[src/rtl/mdiv_pkg.sv]
// Shared types and defaults for the iterative multiply/divide unit.
package mdiv_pkg;

    localparam int unsigned MDIV_XLEN = 32;

    typedef enum logic [2:0] {
        MD_MULT  = 3'd1,
        MD_MULTU = 3'd2,
        MD_DIV   = 3'd3,
        MD_DIVU  = 3'd4,
        MD_MTHI  = 3'd5,
        MD_MTLO  = 3'd6
    } mdiv_op_t;

    typedef logic [1:0] mdiv_state_t;
    localparam mdiv_state_t ST_IDLE = 2'd0;
    localparam mdiv_state_t ST_RUN  = 2'd1;
    localparam mdiv_state_t ST_FIX  = 2'd2;

endpackage

[src/rtl/mdiv_if.sv]
// Request/result bundle between the M stage and the multiply/divide unit.
interface mdiv_if
    import mdiv_pkg::*;
#(
    parameter int unsigned XLEN = MDIV_XLEN
) ();
    logic            START;
    mdiv_op_t        OP;
    logic [XLEN-1:0] SRC_A;
    logic [XLEN-1:0] SRC_B;
    logic            BUSY;
    logic [XLEN-1:0] HI;
    logic [XLEN-1:0] LO;

    modport master (output START, OP, SRC_A, SRC_B, input BUSY, HI, LO);
    modport slave  (input START, OP, SRC_A, SRC_B, output BUSY, HI, LO);
endinterface

[src/rtl/mdiv_step.sv]
// One iteration of shift-add multiply or restoring divide on the 2*XLEN accumulator.
module mdiv_step #(
    parameter int unsigned XLEN = 32
) (
    input  logic              is_div,
    input  logic [2*XLEN-1:0] acc_in,
    input  logic [XLEN-1:0]   opb,
    output logic [2*XLEN-1:0] acc_out
);
    logic [XLEN:0] sum;
    logic [XLEN:0] trial;

    always_comb begin
        sum   = {1'b0, acc_in[2*XLEN-1:XLEN]} + (acc_in[0] ? {1'b0, opb} : (XLEN+1)'(0));
        // The shifted remainder needs XLEN+1 bits; the bit above the remainder is acc MSB.
        trial = acc_in[2*XLEN-1:XLEN-1] - {1'b0, opb};
        if (is_div) begin
            if (trial[XLEN])
                acc_out = {acc_in[2*XLEN-2:0], 1'b0};
            else
                acc_out = {trial[XLEN-1:0], acc_in[XLEN-2:0], 1'b1};
        end else begin
            acc_out = {sum, acc_in[XLEN-1:1]};
        end
    end
endmodule

[src/rtl/mdiv_unit.sv]
// Iterative multiply/divide unit owning HI/LO; 32 iterations plus one sign-fixup cycle.
module mdiv_unit
    import mdiv_pkg::*;
#(
    parameter int unsigned XLEN = MDIV_XLEN
) (
    input logic   CLK,
    input logic   RESET_N,
    mdiv_if.slave bus
);
    localparam int unsigned CW = $clog2(XLEN);

    mdiv_state_t       state;
    logic [CW-1:0]     cnt;
    logic [2*XLEN-1:0] acc;
    logic [2*XLEN-1:0] acc_next;
    logic [XLEN-1:0]   opb;
    logic [XLEN-1:0]   hi;
    logic [XLEN-1:0]   lo;
    logic              is_div;
    logic              neg_q;
    logic              neg_r;

    logic              is_arith;
    logic              is_signed;
    logic              op_div;
    logic              a_neg;
    logic              b_neg;
    logic [XLEN-1:0]   abs_a;
    logic [XLEN-1:0]   abs_b;
    logic [2*XLEN-1:0] prod_fix;
    logic [XLEN-1:0]   quo_fix;
    logic [XLEN-1:0]   rem_fix;

    always_comb begin
        is_arith  = (bus.OP == MD_MULT) || (bus.OP == MD_MULTU) ||
                    (bus.OP == MD_DIV)  || (bus.OP == MD_DIVU);
        is_signed = (bus.OP == MD_MULT) || (bus.OP == MD_DIV);
        op_div    = (bus.OP == MD_DIV)  || (bus.OP == MD_DIVU);
        a_neg     = is_signed && bus.SRC_A[XLEN-1];
        b_neg     = is_signed && bus.SRC_B[XLEN-1];
        abs_a     = a_neg ? -bus.SRC_A : bus.SRC_A;
        abs_b     = b_neg ? -bus.SRC_B : bus.SRC_B;
        prod_fix  = neg_q ? -acc : acc;
        quo_fix   = neg_q ? -acc[XLEN-1:0] : acc[XLEN-1:0];
        rem_fix   = neg_r ? -acc[2*XLEN-1:XLEN] : acc[2*XLEN-1:XLEN];
    end

    mdiv_step #(.XLEN(XLEN)) u_step (
        .is_div  (is_div),
        .acc_in  (acc),
        .opb     (opb),
        .acc_out (acc_next)
    );

    always_ff @(posedge CLK or negedge RESET_N) begin
        if (!RESET_N) begin
            state  <= ST_IDLE;
            cnt    <= '0;
            acc    <= '0;
            opb    <= '0;
            hi     <= '0;
            lo     <= '0;
            is_div <= 1'b0;
            neg_q  <= 1'b0;
            neg_r  <= 1'b0;
        end else if (bus.START && is_arith) begin
            // A new request always restarts from a fresh latch, aborting any in-flight op.
            state  <= ST_RUN;
            cnt    <= CW'(XLEN-1);
            is_div <= op_div;
            neg_q  <= a_neg ^ b_neg;
            neg_r  <= a_neg;
            opb    <= op_div ? abs_b : abs_a;
            acc    <= {{XLEN{1'b0}}, (op_div ? abs_a : abs_b)};
        end else if (bus.START && bus.OP == MD_MTHI) begin
            hi    <= bus.SRC_A;
            state <= ST_IDLE;
        end else if (bus.START && bus.OP == MD_MTLO) begin
            lo    <= bus.SRC_A;
            state <= ST_IDLE;
        end else begin
            case (state)
                ST_RUN: begin
                    acc <= acc_next;
                    if (cnt == '0)
                        state <= ST_FIX;
                    else
                        cnt <= cnt - 1'b1;
                end
                ST_FIX: begin
                    if (is_div) begin
                        lo <= quo_fix;
                        hi <= rem_fix;
                    end else begin
                        {hi, lo} <= prod_fix;
                    end
                    state <= ST_IDLE;
                end
                default: ;
            endcase
        end
    end

    assign bus.BUSY = (state != ST_IDLE);
    assign bus.HI   = hi;
    assign bus.LO   = lo;
endmodule

[src/flat_wrapper.sv]
// flat-port wrapper written by rule: the top's interface ports become plain ports
module mdiv_unit_flat import mdiv_pkg::*;
#(
    parameter int unsigned XLEN = MDIV_XLEN
)
  (CLK, RESET_N, bus_START, bus_OP, bus_SRC_A, bus_SRC_B, bus_BUSY, bus_HI, bus_LO);
  mdiv_if #(.XLEN(XLEN)) bus_i ();
  input logic CLK;
  input logic RESET_N;
  input wire logic [$bits(bus_i.START)-1:0] bus_START;
  input wire logic [$bits(bus_i.OP)-1:0] bus_OP;
  input wire logic [$bits(bus_i.SRC_A)-1:0] bus_SRC_A;
  input wire logic [$bits(bus_i.SRC_B)-1:0] bus_SRC_B;
  output wire logic [$bits(bus_i.BUSY)-1:0] bus_BUSY;
  output wire logic [$bits(bus_i.HI)-1:0] bus_HI;
  output wire logic [$bits(bus_i.LO)-1:0] bus_LO;
  assign bus_i.START = bus_START;
  assign bus_i.OP = bus_OP;
  assign bus_i.SRC_A = bus_SRC_A;
  assign bus_i.SRC_B = bus_SRC_B;
  assign bus_BUSY = bus_i.BUSY;
  assign bus_HI = bus_i.HI;
  assign bus_LO = bus_i.LO;
  mdiv_unit #(.XLEN(XLEN)) u_core (.CLK(CLK), .RESET_N(RESET_N), .bus(bus_i));
endmodule
[config.mk]
export PLATFORM = sky130hd
export DESIGN_NAME = mdiv_unit_flat
export DESIGN_NICKNAME = d
export VERILOG_FILES = /design/src/rtl/mdiv_pkg.sv /design/src/rtl/mdiv_if.sv /design/src/rtl/mdiv_step.sv /design/src/rtl/mdiv_unit.sv /design/src/flat_wrapper.sv
export SDC_FILE = /design/constraint.sdc
export NUM_CORES = 1
export LEC_CHECK = 0
export BUFFER_PORTS_ARGS = -buffer_cell sky130_fd_sc_hd__buf_2
export CORE_MARGIN = 1
export CORE_UTILIZATION = 62
export CTS_CLUSTER_SIZE = 20
export DETAILED_ROUTE_END_ITERATION = 10
export PLACE_DENSITY = 0.83
export SYNTH_ARGS = -nofsm -noshare
export SYNTH_HDL_FRONTEND = slang
export SYNTH_SLANG_ARGS = --single-unit
export TNS_END_PERCENT = 5
[constraint.sdc]
create_clock -name CLK -period 4.4 [get_ports CLK]
set_clock_uncertainty 0.1 [all_clocks]
set_input_delay 0.88 -clock CLK [delete_from_list [all_inputs] [get_ports CLK]]
set_output_delay 0.88 -clock CLK [all_outputs]
set_load 0.1 [all_outputs]
==> summary.txt <==
Flow run
  • Max cap viols: 0

Cells and area
  • Final #Nets: 2,083
  • Final core utilization: 0.7037
  • Fillcell total: 1,956
  • Layout area overhead: 11.40%
  • Diode count: 0
  • Layout cell share with drive strength beyond 1: 0.1322

Power
  • P_int: 0.005459 W
  • Pleak: approximately 7.5 nW
  • Combinational Power Share: 0.630
  • Sw frac: 0.5658
  • Power share of the sequential group: 0.235
  • Psw: 0.007115 W
  • P per Cell Area: between 700 and 800 nW/um2
  • Clock share of power: 0.134
  • Peak VDD IR: 686.8 uV

Global routing
  • Vias in the first global route: between 10,000 and 15,000
  • GRT overflow: 0
  • Largest net degree at the start of global routing: 79
  • First-pass GRT wire length: roughly 80,000 um
  • Initial antenna violation count: 0
  • All-Layer GR Usage: 0.4263

Timing
  • Min Tclk post-route: 3.728 ns
  • Least-Margin Pin Slew: around 1.1 ns
  • Slew margin rel.: 0.2931
  • RSZ-0062 raised after global routing: no
  • Fin. Hold Viols: 0
  • Total negative slack: 0 ns
  • Tcrit/Tclk final: 0.8472
  • Max frequency: 268.3 MHz
  • Final max-slew violation count: 0
  • Final setup vio count: 0

Clock network
  • H-Tree Depth: 4
  • Hold_buf cts: 0
  • Clock Path Buffers: 2
  • CTS buffer count: 17
  • CTS root buf: clkbuf_16
  • CTS tree: built
  • Clock Latency Late Sink: 0.45 ns
  • Clk sink count: 170
  • Clk pin slew, worst setup/hold paths: 0.07 ns
  • Post-CTS setup buffers: 0
  • Post-CTS sizing: 0

Setup path
  • Startpoint type of the worst setup path: flip-flop
  • Worst EP arrival: 3.98 ns
  • Crit-path max FO: 11
  • CP Buf/Inv Count: 2
  • Flop2flop setup slack: 0.67 ns
  • Crit Path Class: reg -> reg
  • Critical path required time: roughly 4.7 ns
  • R2R Path Start: u_core.acc[0]$_DFFE_PN0P_
  • R2R cell count: 13
  • Crit-path max cell delay: 0.48 ns
  • CP cell instances: inv_1 > buf_4 > nor2_1 > ha_1 > o211ai_1 > a21o_1 > a21boi_0 > o21ai_0 > o211a_1 > nor3_1 > o2111a_1 > o22ai_1 > a41oi_1
  • CP delay by family, top: compound AO/OA/AOI/OAI gates
  • CP endpoint: u_core.acc[63]$_DFFE_PN0P_
  • FF-to-FF End: u_core.acc[63]$_DFFE_PN0P_
  • CP max-delay cell: dfrtp_1
  • Crit path capture type: flip-flop
  • Crit path from: u_core.acc[0]$_DFFE_PN0P_
  • Cell depth of the worst setup path: 13

Status
  • Outcome: complete, no violations

Synthesis
  • Avg Inst Size Synth: 7.982 um2
  • Largest family of logic cells by synthesized area: compound AO/OA/AOI/OAI gates
  • Syn Nets: about 2,000
  • Top_reg_cell synth: dfrtp_1
  • Post-Synth Adder-Cell Area: 0.06449
  • Post-synthesis mux area share: 0.04782
  • Ys Warns: 0
  • Synthesized cell area: 14,780 um2
  • Cell accounting for the most synthesized area: dfrtp_1
  • Sequential share of the synthesized area: 0.2878
  • Compound-gate portion of the synthesized area: 0.2600
  • Xor/xnor share of the synthesized area: 0.1035
  • Cells after Synth: 1,852
  • Post-synthesis simple-gate area fraction: 0.1887
  • Register bit total from synthesis: 170
  • Ranking of synthesized cells by area: dfrtp_1, ha_1, nand2_1
  • Post-synth top area share: 0.2878
  • Synth async-reset ratio: 1.000
  • Post-synth EDFFs: 0
  • Distinct cells, synth: 84

Route
  • Via count: 15,290
  • Residual DRC: 0
  • Vias per Instance: about 6.7
  • Iter 0 DRT Violations: 1,799
  • Wire per inst: 22.74 um
  • ANT nets after route: 0
  • Drt first pass iters: 7
  • Routed WL: around 52,000 um

Placed design
  • GPL Wtd Cong: ~1
  • Post-DP HPWL: 39,400 um
  • Port bufs: 134

Floorplan
  • Core area: 23,400 um2
  • Die X: around 160 um
  • Cell Rows: 56
  • I/O pin cnt: 135
  • Initial Util: 0.6317
  • Die H: 156.4 um
  • Die area: approximately 24,000 um2

Hold path
  • Worst Hold Class: in -> async
## synthesized netlist by cell type (all sizes together) (12+ instances only)
master,count
nor3,35
a211oi,16
xnor2,85
or3,23
o21ai,169
xor2,88
o22ai,14
mux2i,56
dfrtp,170
a21oi,151
nand2,203
o211ai,12
nor4,22
o41ai,17
nor2,180
mux2,13
ha,73
a21o,33
clkbuf,103
a22oi,31
nand2b,19
inv,70
nand3,25
o31ai,27
o221ai,44
and2,14
## power by group through the flow
stage | clock, W | sequential (W) | combinational (W)
6_report | 0.00169 | 0.00296 | 0.00793
5_1_grt | 0.00174 | 0.00301 | 0.00847
4_1_cts | 0.00168 | 0.00290 | 0.00779
3_5_place_dp | 0 | 0.00293 | 0.00774
3_3_place_gp | 0 | 0.00291 | 0.00765
2_1_floorplan | 0 | 0.00455 | 0.00424
## registers in the layout, summed over array words and instances (netlist names)
register	count
u_core.acc	64
u_core.bus.HI	32
u_core.bus.LO	32
u_core.cnt	5
u_core.is_div	1
u_core.neg_q	1
u_core.neg_r	1
u_core.opb	32
u_core.state	2
## cell usage in the layout, fill, tap and decap left out, types with 16 or more instances in the layout
master / instances
inv_1: 70
buf_2: 133
clkbuf_16: 17
mux2i_1: 56
o21ai_1: 26
buf_4: 46
dfrtp_1: 169
a21o_1: 33
xnor2_1: 84
o21ai_0: 142
nor4_1: 21
o221ai_1: 44
nand2b_1: 19
a211oi_1: 16
nand3_1: 24
or3_1: 19
ha_1: 73
xor2_1: 87
a21oi_1: 150
nor2_1: 179
nand2_1: 203
o31ai_1: 25
nor3_1: 33
a22oi_1: 31
## worst register-to-register path, delay by kind of cell (launching register included)
kind,cells,cell delay (ns)
compound gates,8,1.69
buf+inv,2,0.61
flops,1,0.48
fa+ha+maj,1,0.35
simple gates,2,0.41
## how the worst min path moves through the flow
stage                                   from                             to  slack (ns)  cells after the start
6_report                             RESET_N  u_core.bus.HI[15]$_DFFE_PN0P_        0.34                      1
5_1_grt        u_core.bus.LO[26]$_DFFE_PN0P_  u_core.bus.LO[26]$_DFFE_PN0P_        0.39                      2
4_1_cts        u_core.bus.HI[12]$_DFFE_PN0P_  u_core.bus.HI[12]$_DFFE_PN0P_        0.38                      2
3_5_place_dp   u_core.bus.HI[12]$_DFFE_PN0P_  u_core.bus.HI[12]$_DFFE_PN0P_        0.36                      2
3_3_place_gp    u_core.bus.LO[7]$_DFFE_PN0P_   u_core.bus.LO[7]$_DFFE_PN0P_        0.35                      1
2_1_floorplan     u_core.opb[13]$_DFFE_PN0P_     u_core.opb[13]$_DFFE_PN0P_        0.36                      2
## logic make-up (layout without fill, tap and decap cells)
group           count (synthesis)  count (layout)
xor+xnor                      173             173
fa+ha+maj                      75              75
compound gates                592             592
simple gates                  589             589
buf+inv                       184             283
flops                         170             170
mux                            69              69
## area by class of cell
class / instances / area, um2 / area share
multi-input cells: 1498 / 9857 / 0.5985
flip-flops and latches: 170 / 4255 / 0.2584
repair buffers: 181 / 1042 / 0.06329
clock buffers: 17 / 425.4 / 0.02583
well taps: 319 / 399.1 / 0.02424
inverters: 70 / 262.8 / 0.01596
clock inverters: 15 / 226.5 / 0.01375
## metal layers
| layer | vias up | share of wire | wire [um] | GRT usage |
|---|---|---|---|---|
| met5 | - | 0 | 0 | 0 |
| li1 | 6907 | - | - | - |
| met1 | 7169 | 0.40 | 20610 | 0.5809 |
| met3 | 178 | 0.12 | 6379 | 0.1002 |
| met4 | 0 | 0.055 | 2849 | 0.2269 |
| met2 | 1036 | 0.42 | 21790 | 0.6244 |
## stage by stage
step,worst slack (ns),total power [W],std cells,hold WS [ns],area [um2]
finish,0.6723,0.01257,2270,0.3430,16470
CTS,0.7618,0.01238,2270,0.3811,16470
global placement,0.8182,0.01055,2238,0.3535,15820
detailed placement,0.7268,0.01067,2238,0.3650,15820
floorplan,1.192,0.008792,1852,0.3559,14780
global route,0.4623,0.01321,2270,0.3950,16470
Note: power is estimated with default switching activity, not from simulation.
